--- config.mk ---
export PLATFORM = sky130hd
export DESIGN_NAME = ysyx_220053_ifid
export DESIGN_NICKNAME = d
export VERILOG_FILES = /design/src/rtl/ysyx_220053_pkg.sv /design/src/rtl/ysyx_220053_predecode.sv /design/src/rtl/ysyx_220053_ifid.sv
export SDC_FILE = /design/constraint.sdc
export NUM_CORES = 1
export LEC_CHECK = 0
export CAP_MARGIN = 20
export CORE_ASPECT_RATIO = 0.6
export CORE_MARGIN = 2
export CORE_UTILIZATION = 48
export DETAILED_ROUTE_END_ITERATION = 10
export GPL_ROUTABILITY_DRIVEN = 0
export PLACE_DENSITY = 0.87
export SYNTH_ARGS = -nofsm -noshare
export SYNTH_HDL_FRONTEND = slang
export SYNTH_SLANG_ARGS = --single-unit
--- constraint.sdc ---
create_clock -name clk -period 8.5 [get_ports clk]
set_clock_uncertainty 0.1 [all_clocks]
set_input_delay 1.7 -clock clk [delete_from_list [all_inputs] [get_ports clk]]
set_output_delay 1.7 -clock clk [all_outputs]
set_load 0.01 [all_outputs]
--- src/rtl/ysyx_220053_pkg.sv ---
// Definitions shared by the IF/ID buffer and the decode stage: opcodes,
// the canonical NOP and the buffered fetch-beat record.
package ysyx_220053_pkg;

  localparam int PC_W = 64;

  localparam logic [6:0] OP_JAL    = 7'b1101111;
  localparam logic [6:0] OP_JALR   = 7'b1100111;
  localparam logic [6:0] OP_BRANCH = 7'b1100011;

  localparam logic [31:0] NOP_INSTR = 32'h00000013;

  typedef struct packed {
    logic [PC_W-1:0] pc;
    logic [31:0]     instr;
  } ifid_entry_t;

endpackage

--- src/rtl/ysyx_220053_predecode.sv ---
// Combinational predecode of one instruction: register fields, next
// sequential PC and a control-flow flag.
module ysyx_220053_predecode
  import ysyx_220053_pkg::*;
#(
  parameter int XLEN = 64
) (
  input  logic [31:0]     instr,
  input  logic [XLEN-1:0] pc,
  output logic [4:0]      rd,
  output logic [4:0]      rs1,
  output logic [4:0]      rs2,
  output logic [XLEN-1:0] snpc,
  output logic            is_ctrl
);

  logic [6:0] opcode;

  assign opcode  = instr[6:0];
  assign rd      = instr[11:7];
  assign rs1     = instr[19:15];
  assign rs2     = instr[24:20];
  // Wraps modulo 2^XLEN by construction of the adder width.
  assign snpc    = pc + XLEN'(4);
  assign is_ctrl = (opcode == OP_JAL) || (opcode == OP_JALR) ||
                   (opcode == OP_BRANCH);

endmodule

--- src/rtl/ysyx_220053_ifid.sv ---
// IF/ID decoupling FIFO: buffers fetched {pc, instr} beats, presents the
// oldest one to decode with predecoded fields, and empties on a redirect.
module ysyx_220053_ifid
  import ysyx_220053_pkg::*;
#(
  parameter int DEPTH = 2,
  parameter int XLEN  = 64
) (
  input  logic                   clk,
  input  logic                   rst,
  input  logic                   in_valid,
  output logic                   in_ready,
  input  logic [XLEN-1:0]        in_pc,
  input  logic [31:0]            in_instr,
  input  logic                   flush,
  output logic                   out_valid,
  input  logic                   out_ready,
  output logic [XLEN-1:0]        out_pc,
  output logic [31:0]            out_instr,
  output logic [XLEN-1:0]        out_snpc,
  output logic [4:0]             out_rd,
  output logic [4:0]             out_rs1,
  output logic [4:0]             out_rs2,
  output logic                   out_is_ctrl,
  output logic [$clog2(DEPTH):0] count
);

  localparam int AW = $clog2(DEPTH);

  logic [AW:0]   wptr, rptr;
  logic [AW-1:0] widx, ridx;
  logic          full, empty, push, pop;
  ifid_entry_t   mem [DEPTH];

  assign widx  = wptr[AW-1:0];
  assign ridx  = rptr[AW-1:0];
  assign full  = (widx == ridx) && (wptr[AW] != rptr[AW]);
  assign empty = (wptr == rptr);
  assign count = wptr - rptr;

  // rst doubles as the "running" qualifier so nothing handshakes in reset.
  assign in_ready  = rst && !full;
  assign out_valid = rst && !empty;
  assign push      = in_valid && in_ready && !flush;
  assign pop       = out_valid && out_ready;

  always_ff @(posedge clk) begin
    if (!rst || flush) begin
      wptr <= '0;
      rptr <= '0;
    end else begin
      if (push) wptr <= wptr + (AW+1)'(1);
      if (pop)  rptr <= rptr + (AW+1)'(1);
    end
  end

  // Storage is data only; it is never reset.
  always_ff @(posedge clk) begin
    if (push) mem[widx] <= '{pc: PC_W'(in_pc), instr: in_instr};
  end

  // An empty buffer presents a NOP at pc 0 so predecode outputs stay benign.
  assign out_pc    = out_valid ? XLEN'(mem[ridx].pc) : '0;
  assign out_instr = out_valid ? mem[ridx].instr : NOP_INSTR;

  ysyx_220053_predecode #(.XLEN(XLEN)) u_predecode (
    .instr   (out_instr),
    .pc      (out_pc),
    .rd      (out_rd),
    .rs1     (out_rs1),
    .rs2     (out_rs2),
    .snpc    (out_snpc),
    .is_ctrl (out_is_ctrl)
  );

endmodule

==> impl_metrics.tcl, run 1 <==
set metrics [dict create \
    status "finished, final reports clean" \
    core_area_um2 20000 \
    type_of_the_most_critical_hold_path "reg -> reg" \
    reg2reg_from "wptr[0]" \
    clk_path_buf_depth 2 \
    postRouteWirelength_mm 28.4 \
    layout_stage_area_growth_over_the_synthesis_result_pct 35.4 \
    total_of_endpoints_with_negative_setup_slack_in_the_final_report 0 \
    htree_levels 4 \
    placed_cell_area_um2 12700 \
    startpoint "rst" \
    leakage_nw 4.18 \
    mappedNetlistNets 882 \
    die_area_um2 21600 \
    synth_enable_flop_cells 192 \
    cap_viol_max_count 0 \
    power.net_switching_w 0.000451 \
    fp.dieW_um 188 \
    post_cts_buffers 0 \
    nets 1136 \
    slew_violations 0 \
    yosysUniqueCellTypes 66 \
    maximum_number_of_pins_on_one_net_before_global_route_repair 111 \
    max_stage_delay_ns 0.78 \
    drt-vias-per-instance 5.66 \
    tns_ns 0 \
    worst_path_arrival_time_ns 5.38 \
    global_route_wire_length_before_repair_mm 42.0 \
    part_of_the_total_power_dissipated_in_sequential_elements 0.548 \
    use_met3 0.0898 \
    clock.fmax_ghz 0.139 \
    dp_hpwl_mm 20.8 \
    top_level_ports 281 \
    fin_area_um2 13300 \
    power.combinational.fraction 0.062 \
    dieHeight_um 115 \
    post_synth_design_cell_area_um2 9800 \
    clock_tree_from_tritoncts "yes" \
    clock_power_share 0.390 \
    detail-route-antenna-nets 0 \
    cts.reportedPaths.clkPinSlew_ns 0.07 \
    clock_sinks 197 \
    power_density_nw_per_um2 150 \
    fin_crit_sh 0.845 \
    clock_latency_ns 0.44 \
    post_cts_resize_count 0 \
    intPower_w 0.00154 \
    syn_area_per_cell_um2 12.6 \
    total_overflow_reported_by_the_global_router 0 \
    post_drt_wl_per_cell_um 21.5 \
    maxSlewHeadroom 0.297 \
    grtUsageTotal 0.261 \
    cts_root_cell "sky130_fd_sc_hd__clkbuf_16" \
    cp-start-kind "input pin" \
    num-fill-cells 1537 \
    final_common_cell "sky130_fd_sc_hd__clkdlybuf4s50_1" \
    drive_above_1_share 0.0612 \
    synth_top_flop_cell "sky130_fd_sc_hd__edfxtp_1" \
    effective_utilization_at_floorplan 0.489 \
    layout.cells.most_common_list "280 x sky130_fd_sc_hd__clkdlybuf4s50_1, 192 x sky130_fd_sc_hd__edfxtp_1, 104 x sky130_fd_sc_hd__nor2_1" \
    worstMarginPinSlew_ns 1.04 \
    detail_route.drc_violations 0 \
    critical_path.slowest_cell "sky130_fd_sc_hd__or4_1" \
    path_max_fanout 5 \
    detailed_route_iter0_violations 840 \
    holdCritStartpoint "rptr[0]" \
    grt-busiest-layer "met2" \
    ys_warn_count 0 \
    synth-seq-cells 197 \
    yosysSeqAreaShare 0.599 \
    maximum_ir_drop_on_the_vdd_rail_v 0.000131 \
    synthCells 779 \
    grt_setup_unrepaired "no" \
    grt_antenna_before_repair 1 \
    timing.setup.critical_path_class "in -> out" \
    switching_share 0.227 \
    kind_of_capture_point_of_the_worst_setup_path "output pin" \
    port_buffers 280 \
    timing.critical_path.cells "clkdlybuf4s50_1 -> o21ai_4 -> a21o_1 -> inv_1 -> ha_1 -> nand4_1 -> a21oi_1 -> nand4_1 -> or4_1 -> nor4_4 -> xor2_1 -> clkdlybuf4s50_1" \
    period_minus_slack_ns 7.18 \
    grt_pass1_vias 7292 \
    gr-usage-met1 0.372 \
    grt.met2_usage 0.385 \
    drt-pass1-iter-count 8 \
    postSynth.asyncResetShare 0 \
    hold_viol_final 0 \
    route.vias.total 7468 \
    postCtsHoldBufs 0 \
    worstPathRequired_ns 6.70 \
    numCtsBuffers 17 \
    row_count 40 \
]
[synth_stat cells (6+ instances only)]
master / number / area, µm²
sky130_fd_sc_hd__o21ai_0: 12 / 60.1
sky130_fd_sc_hd__clkbuf_1: 12 / 45.0
sky130_fd_sc_hd__inv_1: 9 / 33.8
sky130_fd_sc_hd__nand4_1: 28 / 175
sky130_fd_sc_hd__nand3b_1: 17 / 128
sky130_fd_sc_hd__nand4b_1: 11 / 96.3
sky130_fd_sc_hd__nor3_1: 8 / 40.0
sky130_fd_sc_hd__xor2_1: 26 / 228
sky130_fd_sc_hd__mux2i_1: 85 / 851
sky130_fd_sc_hd__nand2b_1: 10 / 62.6
sky130_fd_sc_hd__a21oi_1: 13 / 65.1
sky130_fd_sc_hd__buf_6: 6 / 67.6
sky130_fd_sc_hd__nor2_1: 106 / 398
sky130_fd_sc_hd__edfxtp_1: 192 / 5770
sky130_fd_sc_hd__xnor2_1: 40 / 350
sky130_fd_sc_hd__buf_2: 13 / 65.1
sky130_fd_sc_hd__nand2_1: 49 / 184
sky130_fd_sc_hd__nand3_1: 44 / 220
sky130_fd_sc_hd__buf_4: 20 / 150
[final timing paths]
kind,endpoint,slack [ns],cells after the start
max,out_snpc[60],1.32,12
min,rptr[0],0.48,2
max reg2reg,mem[1][4],5.86,5
min reg2reg,rptr[0],0.48,2
[power by group through the flow]
stage / Sequential [W] / Clock [W] / Combinational, W
global route: 0.00109 / 0.000820 / 0.000131
finish: 0.00109 / 0.000775 / 0.000123
floorplan: 0.00111 / 0 / 0.0000400
global placement: 0.00111 / 0 / 0.000118
CTS: 0.00109 / 0.000786 / 0.000123
detailed placement: 0.00111 / 0 / 0.000122
[sequential cells by signal, summed over array words and instances, names as in the netlist, named ones only]
name / flops
wptr: 2
mem: 192
rptr: 2
[per-stage QoR]
stage          std cells  hold slack (ns)   util  power [W]  worst slack, ns
2_1_floorplan        779            0.420      -    0.00115             1.56
3_3_place_gp        1287            0.440  0.634    0.00123             1.42
3_5_place_dp        1287            0.464  0.634    0.00123             1.36
4_1_cts             1319            0.485  0.663    0.00200             1.34
5_1_grt             1319            0.529  0.663    0.00204             1.15
6_report            1320            0.480  0.663    0.00199             1.32
[kinds of logic after synthesis]
kind of cell,after synthesis,synth area share
and+or+nand+nor,309,0.168
DFF,197,0.599
muxes,87,0.0892
xor gates and xnor gates,66,0.0590
buffers and inverters,62,0.0377
AOI/OAI and AO/OA,56,0.0445
adders and majority gates,2,0.00255
[worst max-delay path: cells and delay by family]
family,cells,cell delay (ns)
XOR/XNOR,1,0.16
buffers and inverters,3,1.19
AO/OA/AOI/OAI,3,0.80
adder cells (fa/ha/maj),1,0.21
AND/OR/NAND/NOR,4,1.30
[final cells by class]
class	count	area (µm²)	share of cell area
clock buffer	17	425	0.0321
multi-input combinational	520	3580	0.270
sequential	197	5870	0.442
inverter	10	37.5	0.00283
timing repair buffer	287	2870	0.216
antenna	1	2.50	0.000189
tap	273	342	0.0257
clock inverter	15	138	0.0104
[metal layers]
metal,vias up,wire (µm)
li1,3403,-
met1,3609,12500
met2,422,12600
met3,34,3000
met4,0,361
met5,-,0
Note: power is estimated with default switching activity, not from simulation.
==> run 2, diff against run 1 <==
clock period = 7.2 ns   (was 8.5 ns; I/O delays follow)
==> run 2 against run 1 <==
  * Clock power increased by 20%
  * Setup slack worse by 0.63 ns
  * Highest routed layer unchanged
  * First-iteration DRC count increased by 0.71%
  * Sequential share of layout area down 0.088 points
  * Via count decreased by 0.27%
  * Wire length decreased by 0.77%
==> impl_metrics.tcl, run 2 (synthesis results as in run 1) <==
set metrics [dict create \
    status "finished, final reports clean" \
    kind_of_capture_point_of_the_worst_setup_path "output pin" \
    global_route_wire_length_before_repair_mm 42.0 \
    clock_sinks 197 \
    multiInputGateArea_um2 3580 \
    hold_viol_final 0 \
    maximum_number_of_pins_on_one_net_before_global_route_repair 62 \
    core_area_um2 20000 \
    cap_viol_max_count 0 \
    postRouteWirelength_mm 28.2 \
    dp_hpwl_mm 20.9 \
    clock_latency_ns 0.43 \
    worstSetupEndpoint "out_snpc[60]" \
    rr_worst_depth 5 \
    worst_path_arrival_time_ns 4.97 \
    sequential_area_um2 5870 \
    final_common_cell "sky130_fd_sc_hd__clkdlybuf4s50_1" \
    grt_antenna_before_repair 1 \
    layout.cells.most_common_list "280 x sky130_fd_sc_hd__clkdlybuf4s50_1, 192 x sky130_fd_sc_hd__edfxtp_1, 104 x sky130_fd_sc_hd__nor2_1" \
    drt-vias-per-instance 5.63 \
    grt_setup_unrepaired "no" \
    clock.fmax_ghz 0.154 \
    maxSlewHeadroom 0.322 \
    fin_crit_sh 0.905 \
    timing.setup.critical_path_class "in -> out" \
    grtUsageTotal 0.261 \
    cp-start-kind "input pin" \
    clk_path_buf_depth 2 \
    die_area_um2 21600 \
    nets 1139 \
    worstPathRequired_ns 5.66 \
    post_cts_resize_count 0 \
    detail-route-antenna-nets 0 \
    dieHeight_um 115 \
    route.vias.total 7448 \
    startpoint "rst" \
    htree_levels 4 \
    post_drt_wl_per_cell_um 21.3 \
    postCtsHoldBufs 0 \
    total_overflow_reported_by_the_global_router 0 \
    detailed_route_iter0_violations 846 \
    postLayoutCoreUtil 0.664 \
    cts_root_cell "sky130_fd_sc_hd__clkbuf_16" \
    effective_utilization_at_floorplan 0.489 \
    path_max_fanout 5 \
    numCtsBuffers 17 \
    endpoint_of_the_worst_slack_reg_to_reg_timing_path "mem[0][4]" \
    worstMarginPinSlew_ns 1.01 \
    largest_register_ff_count 192 \
    drt-pass1-iter-count 5 \
    maximum_ir_drop_on_the_vdd_rail_v 0.000146 \
    total_of_endpoints_with_negative_setup_slack_in_the_final_report 0 \
    grt_pass1_vias 7154 \
    register_with_the_most_flip_flops "mem" \
    tns_ns 0 \
    cts.reportedPaths.clkPinSlew_ns 0.07 \
    largest_registers "mem x192, rptr x2, wptr x2" \
    detail_route.drc_violations 0 \
    fp.dieW_um 188 \
    register_to_register_setup_slack_ns 4.46 \
    port_buffers 280 \
    top_level_ports 281 \
    type_of_the_most_critical_hold_path "reg -> reg" \
    row_count 40 \
    drive_above_1_share 0.0620 \
    layout_stage_area_growth_over_the_synthesis_result_pct 35.7 \
    reg2reg_from "wptr[0]" \
    post_cts_buffers 0 \
    leakage_nw 4.20 \
    slew_violations 0 \
    clock_tree_from_tritoncts "yes" \
    power_density_nw_per_um2 178 \
    period_minus_slack_ns 6.51 \
    num-fill-cells 1482 \
]
## run 2: per-layer routing
metal | vias to the layer above | part of all wire | track usage | wire (µm)
met1 | 3606 | 0.44 | 0.366 | 12400
met5 | - | 0 | 0 | 0
met2 | 407 | 0.44 | 0.385 | 12500
met4 | 0 | 0.012 | 0.0661 | 335
met3 | 31 | 0.11 | 0.0950 | 2980
li1 | 3404 | - | - | -
## run 2: worst min path at each step
stage / start / end / slack (ns) / cells after the start
finish: wptr[1] / wptr[1] / 0.49 / 2
global route: rptr[0] / rptr[0] / 0.55 / 2
floorplan: rptr[0] / register / 0.42 / 2
CTS: rptr[0] / rptr[0] / 0.49 / 2
global placement: rptr[0] / rptr[0] / 0.44 / 2
detailed placement: rptr[0] / rptr[0] / 0.46 / 2
## run 2: per-stage QoR
step | power [W] | setup WS, ns | instance area, µm² | std cells | hold WS (ns)
after floorplan | 0.00136 | 0.521 | 9800 | 779 | 0.420
after global placement | 0.00145 | 0.813 | 12700 | 1290 | 0.439
after detailed placement | 0.00146 | 0.736 | 12700 | 1290 | 0.465
after CTS | 0.00237 | 0.715 | 13300 | 1322 | 0.487
after global routing | 0.00243 | 0.499 | 13300 | 1322 | 0.554
final | 0.00236 | 0.685 | 13300 | 1324 | 0.492
## run 2: worst max-delay path: stages
cell                              delay [ns]
sky130_fd_sc_hd__clkdlybuf4s50_1        0.58
sky130_fd_sc_hd__o21ai_4                0.13
sky130_fd_sc_hd__a21o_1                 0.20
sky130_fd_sc_hd__inv_1                  0.08
sky130_fd_sc_hd__ha_1                   0.23
sky130_fd_sc_hd__nand4_1                0.16
sky130_fd_sc_hd__a21oi_1                0.20
sky130_fd_sc_hd__buf_4                  0.17
sky130_fd_sc_hd__nand4_1                0.08
sky130_fd_sc_hd__or4_1                  0.77
sky130_fd_sc_hd__nor4_4                 0.23
sky130_fd_sc_hd__xor2_1                 0.16
sky130_fd_sc_hd__clkdlybuf4s50_1        0.55
## run 2: final cells by class
cell class / count / area share
clock buffers: 19 / 0.0326
flip-flops and latches: 197 / 0.442
well taps: 273 / 0.0257
multi-input cells: 520 / 0.270
repair buffers: 290 / 0.217
inverters: 10 / 0.00282
diodes: 2 / 0.000377
clock inverters: 13 / 0.00988
## run 2: report_power, final
| part | internal, W | total, W | switching [W] |
|---|---|---|---|
| Combinational | 0.0000798 | 0.000145 | 0.0000656 |
| Sequential | 0.00128 | 0.00129 | 0.00000987 |
| Clock | 0.000510 | 0.000928 | 0.000418 |
| Total | 0.00187 | 0.00236 | 0.000493 |
